$ cat src/rtl/continuous_monitoring_system_pkg.sv
// Shared constants and types for the continuous monitoring system.
// The snapshot streamer takes its default sizing and its FSM state type from here.
package continuous_monitoring_system_pkg;

    localparam int NO_OF_PERFORMANCE_EVENTS            = 8;
    localparam int PERFORMANCE_EVENT_MOD_COUNTER_WIDTH = 16;

    typedef enum logic {
        SNAP_IDLE,
        SNAP_STREAM
    } snap_state_e;

    // Index width for a stream of n beats, never narrower than one bit.
    function automatic int snap_idx_w(input int n);
        return (n > 1) ? $clog2(n) : 1;
    endfunction

endpackage

$ cat src/rtl/performance_counter_snapshot.sv
// Captures all performance counters on request and streams per-counter deltas
// since the previous snapshot, one beat per counter, under valid/ready.
module performance_counter_snapshot
    import continuous_monitoring_system_pkg::*;
#(
    parameter int NO_OF_COUNTERS = NO_OF_PERFORMANCE_EVENTS,
    parameter int COUNTER_WIDTH  = PERFORMANCE_EVENT_MOD_COUNTER_WIDTH,
    localparam int IDX_W         = snap_idx_w(NO_OF_COUNTERS)
) (
    input  logic                     clk,
    input  logic                     rst_n,
    input  logic [COUNTER_WIDTH-1:0] counters [NO_OF_COUNTERS],
    input  logic                     snapshot_req,
    output logic                     out_valid,
    input  logic                     out_ready,
    output logic [IDX_W-1:0]         out_index,
    output logic [COUNTER_WIDTH-1:0] out_delta,
    output logic                     out_last,
    output logic                     busy,
    output logic [15:0]              dropped_count
);

    snap_state_e              state, state_nxt;
    logic [IDX_W-1:0]         index;
    logic [COUNTER_WIDTH-1:0] prev  [NO_OF_COUNTERS];
    logic [COUNTER_WIDTH-1:0] delta [NO_OF_COUNTERS];
    logic [15:0]              drop_cnt;

    logic streaming, at_last, handshake, capture, drop;

    assign streaming = (state == SNAP_STREAM);
    assign at_last   = (index == IDX_W'(NO_OF_COUNTERS - 1));
    assign handshake = streaming && out_ready;
    // A request landing on the final handshake chains straight into a new stream.
    assign capture   = snapshot_req && (!streaming || (handshake && at_last));
    assign drop      = snapshot_req && streaming && !(handshake && at_last);

    always_ff @(posedge clk or negedge rst_n) begin
        if (!rst_n) state <= SNAP_IDLE;
        else        state <= state_nxt;
    end

    always_comb begin
        state_nxt = state;
        case (state)
            SNAP_IDLE:   if (capture) state_nxt = SNAP_STREAM;
            SNAP_STREAM: if (handshake && at_last && !capture) state_nxt = SNAP_IDLE;
            default:     state_nxt = SNAP_IDLE;
        endcase
    end

    always_ff @(posedge clk or negedge rst_n) begin
        if (!rst_n) begin
            index <= '0;
        end else if (capture) begin
            index <= '0;
        end else if (handshake) begin
            index <= at_last ? '0 : index + 1'b1;
        end
    end

    // Modular subtraction absorbs upstream wrap or upstream reset.
    always_ff @(posedge clk or negedge rst_n) begin
        if (!rst_n) begin
            for (int i = 0; i < NO_OF_COUNTERS; i++) begin
                prev[i]  <= '0;
                delta[i] <= '0;
            end
        end else if (capture) begin
            for (int i = 0; i < NO_OF_COUNTERS; i++) begin
                delta[i] <= counters[i] - prev[i];
                prev[i]  <= counters[i];
            end
        end
    end

    always_ff @(posedge clk or negedge rst_n) begin
        if (!rst_n)                           drop_cnt <= '0;
        else if (drop && drop_cnt != 16'hFFFF) drop_cnt <= drop_cnt + 16'd1;
    end

    assign out_valid     = streaming;
    assign busy          = streaming;
    assign out_last      = streaming && at_last;
    assign out_index     = index;
    assign out_delta     = delta[index];
    assign dropped_count = drop_cnt;

endmodule

$ cat config.mk
export PLATFORM = sky130hd
export DESIGN_NAME = performance_counter_snapshot
export DESIGN_NICKNAME = d
export VERILOG_FILES = /design/src/rtl/continuous_monitoring_system_pkg.sv /design/src/rtl/performance_counter_snapshot.sv
export SDC_FILE = /design/constraint.sdc
export NUM_CORES = 1
export LEC_CHECK = 0
export ABC_AREA = 1
export CELL_PAD_IN_SITES_DETAIL_PLACEMENT = 0
export CELL_PAD_IN_SITES_GLOBAL_PLACEMENT = 2
export CORE_ASPECT_RATIO = 1.5
export CORE_MARGIN = 1.5
export CORE_UTILIZATION = 34
export CTS_BUF_LIST = sky130_fd_sc_hd__clkbuf_2 sky130_fd_sc_hd__clkbuf_4 sky130_fd_sc_hd__clkbuf_8
export DETAILED_ROUTE_END_ITERATION = 7
export GPL_ROUTABILITY_DRIVEN = 0
export HOLD_SLACK_MARGIN = 0.1
export PLACE_DENSITY_LB_ADDON = 0.15
export SLEW_MARGIN = 25
export SYNTH_ARGS = -nofsm -noshare
export SYNTH_HDL_FRONTEND = slang
export SYNTH_SLANG_ARGS = --single-unit
$ cat constraint.sdc
create_clock -name clk -period 2 [get_ports clk]
set_input_delay 0.3 -clock clk [delete_from_list [all_inputs] [get_ports clk]]
set_output_delay 0.3 -clock clk [all_outputs]
set_load 0.02 [all_outputs]
Yosys cells after proc, flatten, opt, wreduce, memory -nomap -nowiden
Index checks and enable logic that the tools add are counted.
- add/sub/neg operators: 10
- order comparisons: 1
- equality and inequality tests: 2
- multiplexer cells: 9
- bitwise operators: 2
- reduce and logical (&&, ||, !) cells: 13
- operators by type and width (kind ; count):
    $sub A16 B16 Y16 ; 8
    $bmux W16 S3 ; 1
    $mux W16 ; 2
    $add A16 B1 Y16 const B ; 1
    $ne A16 B16 Y1 const B ; 1
    $mux W3 ; 3
    $logic_and A1 B1 Y1 ; 8
    $ge A4 B4 Y1 const B ; 1
    $not A3 Y4 ; 1
    $add A3 B1 Y3 const B ; 1
    $eq A3 B3 Y1 const B ; 1
    $logic_not A1 Y1 ; 3
    $mux W1 ; 2
    $pmux W1 S2 ; 1
    $reduce_bool A2 Y1 ; 1
    $logic_or A1 B1 Y1 ; 1
    $not A1 Y1 ; 1
- flip-flop bits (word level): 276
- word-level logic and storage cells: 56

Longest topological paths before layout
Gate-level depths: netlist (run 1).
- depth after elaboration: 8
- gate-level depth with buffers: 13

Worst setup path after synthesis (run 1)
OpenSTA, ideal clock, no wires.
- path kind: register -> output
- start point: reg index[0], in the netlist out_index[0]
- end point: out out_delta[6]
- arrival: 1.622 ns
- path slack: 0.078 ns
- stages on the path, launching flop included: 8
- buffers on the path: 3
- path through: dfrtp_1 -> buf_2 -> inv_2 -> buf_4 -> buf_2 -> a21oi_1 -> o21ai_0 -> a31oi_1
- word-level cells in the longest chain between the ends: 4
- ends and longest elaborated chain (element ; line ; RTL):
    from (decl) ; performance_counter_snapshot.sv:24 ; logic [IDX_W-1:0] index;
    from (signal assigned) ; performance_counter_snapshot.sv:58 ; index <= at_last ? '0 : index + 1'b1;
    $not A3 Y4 (not written as such) ; performance_counter_snapshot.sv:86 ; assign out_delta = delta[index];
    $bmux W16 S3 ; performance_counter_snapshot.sv:86 ;
    $mux W16 (not written as such) (2 in series) ; performance_counter_snapshot.sv:86 ;
    to (decl) ; performance_counter_snapshot.sv:17 ; output logic [COUNTER_WIDTH-1:0] out_delta,
Every way passes these cells. The select of a mux whose other input is x is not followed.

Worst setup path in the final report (run 1)
- start point: reg index[0], in the netlist out_index[0]
- end point: out out_delta[13]
The elaborated chain is that of the path after synthesis.

==> impl_results.md, run 1 <==
* Crit path DAT at 2.13 ns
* Drt pass-1 iters at 5
* CP Cell Sequence: buf_8, buf_6, o21ai_1, o22ai_1, nand2_1, nand2_2, buf_6
* Final Hold Vio Count at 0
* IO Port Bufs at 169
* Seq/Total Area, Yosys at 0.3637
* Total GRT Usage at 0.2181
* Worst min path class: primary input to asynchronous set/reset pin
* Vias in the first global route at 18700
* VDD IR max at 0.001079 V
* Data required, critical path at 1.70 ns
* Synthesized net count at 3098
* Setup CP Type: flop to output pin
* Routed Antenna Nets at 0
* H-tree Lvls at 2
* Die Wd at 196.0 µm
* Number of cell rows at 105
* P_leak at 0.01487 µW
* Most common cell after layout, fill and taps aside: nand2_1
* Rel. slew slack at 0.6538
* Starting Density at 0.3458
* First-pass GRT wire length at 98.43 mm
* Crit path largest cell delay at 0.49 ns
* Cells on worst reg2reg path at 13
* CP startpoint kind: flop
* Total CTS buffers at 52
* Flop2flop setup slack at -0.29 ns
* Pwr/cell area at 1507 nW/µm²
* Total gr overflow at 0
* Power, Total at 42590 µW
* Clock buffer depth at 3
* Commonest cells after routing, fill and taps aside: 959 x nand2_1, 468 x inv_1, 274 x dfrtp_1
* Max Fanout on Critical Path at 8
* CP max stage cell: dfrtp_2
* Syn Std Cell Area at 18990 µm²
* Crit Reg-Reg Startpoint: out_index[0]$_DFFE_PN0P_
* Unrepaired setup endpoints after global routing: true
* Die Span Y at 292.4 µm
* Drt initial violations at 898
* Synth Register Bits at 276
* Initial antenna violation count at 1
* DR vias/cell at 4.753
* Net count, final at 3604
* Post-Syn Area per Cell at 6.698 µm²
* Residual DRC count at 0
* DP HPWL at 47.15 mm
* IO Pins at 170
* Area Growth Syn to Fin at 48.78%
* Sink Count at 276
* Stages on worst setup path at 7
* DR WL/cell at 16.80 µm
* Slew @ Worst Pin at 0.5193 ns
* Share of cells above drive strength 1 at 0.2089
* Yosys cell types at 32
* Post-Route WL at 68.49 mm
* Worst path most repeated cell: buf_6
* Vias at 19370
* Root Driver: clkbuf_8
* Fmax at 0.4114 GHz
* CP endpoint: out_delta[13]
* Filler Cell Count at 5438
* CTS tree: built
* Crit. End Element: output pin
* Failing checks: setup timing
* Die area at 57300 µm²
* Core Area at 54920 µm²
* Clock skew at 0.02913 ns
* Tmin final at 2.431 ns
* Largest net degree at the start of global routing at 46
* Setup ws final at -0.4310 ns
* Clk_lat worst skew at 0.65 ns
* Worst Setup SP: out_index[0]$_DFFE_PN0P_
* Gate Count Post-Synth at 2835
* Total negative slack at -62.44 ns
* Clock transition at the registers of the reported paths at 0.07 ns
* Setup-failing EPs final at 295
* Synth warnings at 0
* Buffer and inverter count on the worst path at 3
* Final slew viol count at 0
* Reg2Reg Capture Point: delta[57]$_DFFE_PN0P_
* Top delay family on crit path: flip-flops
* Dpl ws at -0.3191 ns
* Max-capacitance violation count at 0
* Crit share post-route at 1.215
* Status: finished, violations left
## synth_stat cells, drive strengths merged
cell type,number,share of area
xnor2,30,0.014
a31oi,4,0.0013
nand4,10,0.0033
xor2,29,0.013
o21ai,259,0.068
nor3,30,0.0090
and2,2,0.00066
nand2,1050,0.21
nand3,164,0.044
buf,43,0.012
ha,123,0.081
or2,12,0.0040
o22ai,27,0.0089
dfrtp,276,0.36
clkbuf,37,0.0077
inv,473,0.094
a21oi,68,0.018
nand3b,16,0.0063
fa,8,0.0084
clkinv,1,0.00020
nor2,173,0.034
## where the power goes
group,internal (µW),switching [µW],total [µW]
Combinational,11300,14400,25700
Sequential,8220,1780,9990
Clock,4190,2700,6880
Total,23700,18900,42600
## logic make-up after synthesis
logic type | Yosys count | share of synthesized area
AND/OR/NAND/NOR | 1457 | 0.3096
flip-flops | 276 | 0.3637
XOR/XNOR | 59 | 0.02721
buffers and inverters | 554 | 0.1136
AO/OA/AOI/OAI | 358 | 0.09640
adder cells (fa/ha/maj) | 131 | 0.08948
## state kept, by name, indices dropped and copies added (netlist names)
signal / count
prev: 128
delta: 128
out_index: 3
busy: 1
dropped_count: 16
## final cells by class
cell class / count / area, µm² / area share
Antenna cell: 1 / 2.502 / 0.00008858
Clock buffer: 77 / 1028 / 0.03641
Clock inverter: 16 / 257.7 / 0.009124
Inverter: 474 / 1815 / 0.06426
Multi-Input combinational cell: 2006 / 10910 / 0.3862
Sequential cell: 276 / 6909 / 0.2446
Tap cell: 695 / 869.6 / 0.03078
Timing Repair Buffer: 527 / 6379 / 0.2258
Timing Repair inverter: 4 / 80.08 / 0.002834
## how the worst min path moves through the flow
stage / from / endpoint / depth (start not counted)
2_1_floorplan: rst_n / busy$_DFF_PN0_ / 0
3_3_place_gp: rst_n / prev[43]$_DFFE_PN0P_ / 1
3_5_place_dp: rst_n / prev[43]$_DFFE_PN0P_ / 1
4_1_cts: rst_n / prev[126]$_DFFE_PN0P_ / 2
5_1_grt: rst_n / busy$_DFF_PN0_ / 2
6_report: rst_n / prev[42]$_DFFE_PN0P_ / 2
## layer usage
metal | vias to the layer above | GRT usage | part of all wire
li1 | 9853 | - | -
met1 | 9068 | 0.2380 | 0.39
met2 | 346 | 0.4316 | 0.55
met3 | 106 | 0.02948 | 0.036
met4 | 0 | 0.06060 | 0.029
met5 | - | 0 | 0
## per-stage QoR
step	util	cells	area (µm²)	hold WS, ns
finish	0.5144	4076	28250	0.2055
global route	0.5144	4076	28250	0.1986
CTS	0.4697	3994	25800	0.1668
detailed placement	0.4247	3865	23320	0.2860
global placement	0.4247	3865	23320	0.2890
floorplan	-	2835	18990	0.004409
## worst reg2reg max path: cells and delay by family (launching register included)
kind | cells | cell delay (ns)
adders and majority gates | 2 | 0.35
buffers and inverters | 6 | 0.85
DFF | 1 | 0.49
and+or+nand+nor | 5 | 0.46
## repair_timing
action / in CTS / in global routing
pin swaps: 29 / 38
resized for setup: 271 / 388
cloned: 21 / 56
setup endpoints to repair: 307 / 297
hold buffers: 1 / 0
setup buffers: 15 / 32
endpoints found under the hold margin: 276 / 0
Power figures use the tool's default switching activity.
==> run 2: changes to the inputs <==
Settings changed: GPL_ROUTABILITY_DRIVEN 0 to 1, PLACE_DENSITY set to 0.91, PLACE_DENSITY_LB_ADDON 0.15 to not set, SKIP_CTS_REPAIR_TIMING set to 1.
==> impl_results.md, run 2 (synthesis gave the netlist of run 1 again) <==
* DP HPWL at 46.02 mm (was 47.15 mm)
* Residual DRC count at 0 (unchanged)
* First-pass GRT wire length at 93.45 mm (was 98.43 mm)
* Crit Reg-Reg Startpoint: out_index[0]$_DFFE_PN0P_ (unchanged)
* Dpl cells at 3837 (was 3865)
* Dpl ws at -0.3456 ns (was -0.3191 ns)
* Final instance area at 25850 µm² (was 28250 µm²)
* Number of cell rows at 105 (unchanged)
* Unrepaired setup endpoints after global routing: true (unchanged)
* Final slew viol count at 0 (unchanged)
* Area taken by flip-flops and latches at 6908 µm² (was 6909 µm²)
* Setup ws final at -0.4159 ns (was -0.4310 ns)
* Die Span Y at 292.4 µm (unchanged)
* Most common cell after layout, fill and taps aside: nand2_1 (unchanged)
* IO Port Bufs at 169 (unchanged)
* Initial antenna violation count at 1 (unchanged)
* Data required, critical path at 1.70 ns (about the same)
* IO Pins at 170 (unchanged)
* Slew @ Worst Pin at 0.5464 ns (was 0.5193 ns)
* Root Driver: clkbuf_8 (unchanged)
* Placed cell areas at 23030 µm² (was 23320 µm²)
* Final Hold Vio Count at 0 (unchanged)
* Die area at 57300 µm² (unchanged)
* Setup CP Type: flop to output pin (unchanged)
* Tmin final at 2.416 ns (was 2.431 ns)
* Final Util at 0.4708 (was 0.5144)
* Crit path DAT at 2.12 ns (was 2.13 ns)
* Clock buffer depth at 3 (unchanged)
* Share of cells above drive strength 1 at 0.1609 (was 0.2089)
* Clock transition at the registers of the reported paths at 0.06 ns (was 0.07 ns)
* Area Growth Syn to Fin at 36.16% (was 48.78%)
* Vias in the first global route at 18540 (was 18700)
* Total gr overflow at 0 (unchanged)
* H-tree Lvls at 2 (unchanged)
* Max Fanout on Critical Path at 18 (was 8)
* Sequential group share of total power at 0.248 (was 0.235)
* CP startpoint kind: flop (unchanged)
* Die Wd at 196.0 µm (unchanged)
* Worst min path class: primary input to asynchronous set/reset pin (unchanged)
* Crit. End Element: output pin (unchanged)
* Routed Antenna Nets at 0 (unchanged)
* Multi-input logic area at 10630 µm² (was 10910 µm²)
* Fmax at 0.4139 GHz (was 0.4114 GHz)
* Largest net degree at the start of global routing at 57 (was 46)
* Sink Count at 276 (unchanged)
* Reg2Reg Capture Point: delta[5]$_DFFE_PN0P_ (was delta[57]$_DFFE_PN0P_)
* Cells on worst reg2reg path at 12 (was 13)
* Flop2flop setup slack at -0.15 ns (was -0.29 ns)
* Total GRT Usage at 0.2048 (was 0.2181)
* Vias at 18660 (was 19370)
* Power Internal at 21780 µW (was 23690 µW)
* Switch Pwr at 18060 µW (was 18900 µW)
* Post-Route WL at 63.11 mm (was 68.49 mm)
* Failing checks: setup timing (unchanged)
* Power, Total at 39840 µW (was 42590 µW)
* Logic gate share of total power at 0.597 (was 0.604)
* Crit share post-route at 1.208 (was 1.215)
* Drt initial violations at 826 (was 898)
* Total CTS buffers at 49 (was 52)
* Sw Share at 0.4533 (was 0.4438)
* Drt pass-1 iters at 4 (was 5)
* Commonest cells after routing, fill and taps aside: 998 x nand2_1, 469 x inv_1, 275 x dfrtp_1 (was 959 x nand2_1, 468 x inv_1, 274 x dfrtp_1)
* P_leak at 0.01384 µW (was 0.01487 µW)
* Net count, final at 3501 (was 3604)
* Status: finished, violations left (unchanged)
* VDD IR max at 0.0007845 V (was 0.001079 V)
* Setup-failing EPs final at 235 (was 295)
* DR vias/cell at 4.698 (was 4.753)
* Rel. slew slack at 0.6358 (was 0.6538)
* Clk_lat worst skew at 0.65 ns (about the same)
* Pwr/cell area at 1541 nW/µm² (was 1507 nW/µm²)
* Routability cong. at 0.8756
* Clock skew at 0.02096 ns (was 0.02913 ns)
* Core Area at 54920 µm² (unchanged)
* Clk network pwr share at 0.155 (was 0.162)
* CTS tree: built (unchanged)
* Max-capacitance violation count at 0 (unchanged)
* Filler Cell Count at 5693 (was 5438)
* Layout Cells excl Fill at 3972 (was 4076)
* DR WL/cell at 15.89 µm (was 16.80 µm)
* Starting Density at 0.3458 (unchanged)
## run 2: changes by cell type in the layout (fill, tap and decap cells not counted), sizes merged, moves of 5 or more
cell	change
buf	-77
dlygate4sd2	-9
clkdlybuf4s50	+5
clkinv	+8
dlymetal6s2s	+6
clkbuf	-33
## run 2: critical path, cell delays in order, from the launching register on
cell and delay (ns):
dfrtp_2 0.47, buf_6 0.18, o21ai_0 0.27, o22ai_1 0.13
nand2_1 0.14, nand2_1 0.10, buf_4 0.17
## run 2: area by class of cell
| cell class | count | share of cell area |
|---|---|---|
| diodes | 1 | 0.00009679 |
| clock buffers | 67 | 0.03422 |
| clock inverters | 22 | 0.009389 |
| inverters | 474 | 0.07051 |
| multi-input cells | 2005 | 0.4112 |
| flip-flops and latches | 276 | 0.2672 |
| well taps | 695 | 0.03364 |
| repair buffers | 426 | 0.1693 |
| repair inverters | 6 | 0.004404 |
## run 2: through the flow
stage          TNS [ns]  hold slack, ns
6_report         -20.68          0.2033
5_1_grt          -40.49          0.2095
4_1_cts          -65.96         -0.4251
3_5_place_dp     -44.51          0.3094
3_3_place_gp     -37.76          0.2973
2_1_floorplan         0        0.004409
## run 2: worst max path at each step
stage	startpoint	endpoint	slack, ns	cells past startpoint
after floorplan	out_index[0]$_DFFE_PN0P_	out_delta[6]	0.08	7
after global placement	counters[64]	delta[76]$_DFFE_PN0P_	-0.29	12
after detailed placement	out_index[0]$_DFFE_PN0P_	dropped_count[9]$_DFFE_PN0P_	-0.35	9
after CTS	out_index[0]$_DFFE_PN0P_	out_delta[15]	-0.97	6
after global routing	out_index[0]$_DFFE_PN0P_	out_delta[6]	-0.51	8
final	out_index[0]$_DFFE_PN0P_	out_delta[7]	-0.42	6
## run 2: metal layers
layer  GRT usage  vias to the layer above  share of wire
met5           0                        -              0
met4     0.06567                        0          0.032
met3     0.03120                      117          0.034
met2      0.3968                      260           0.53
met1      0.2247                     8649           0.40
li1            -                     9633              -
## run 2: power groups by stage
stage / registers [µW] / clock network, µW / logic (µW)
finish: 9870 / 6180 / 23800
global route: 10100 / 6610 / 26900
CTS: 9840 / 6390 / 22300
detailed placement: 9910 / 0 / 22100
global placement: 9870 / 0 / 22000
floorplan: 9330 / 0 / 13800
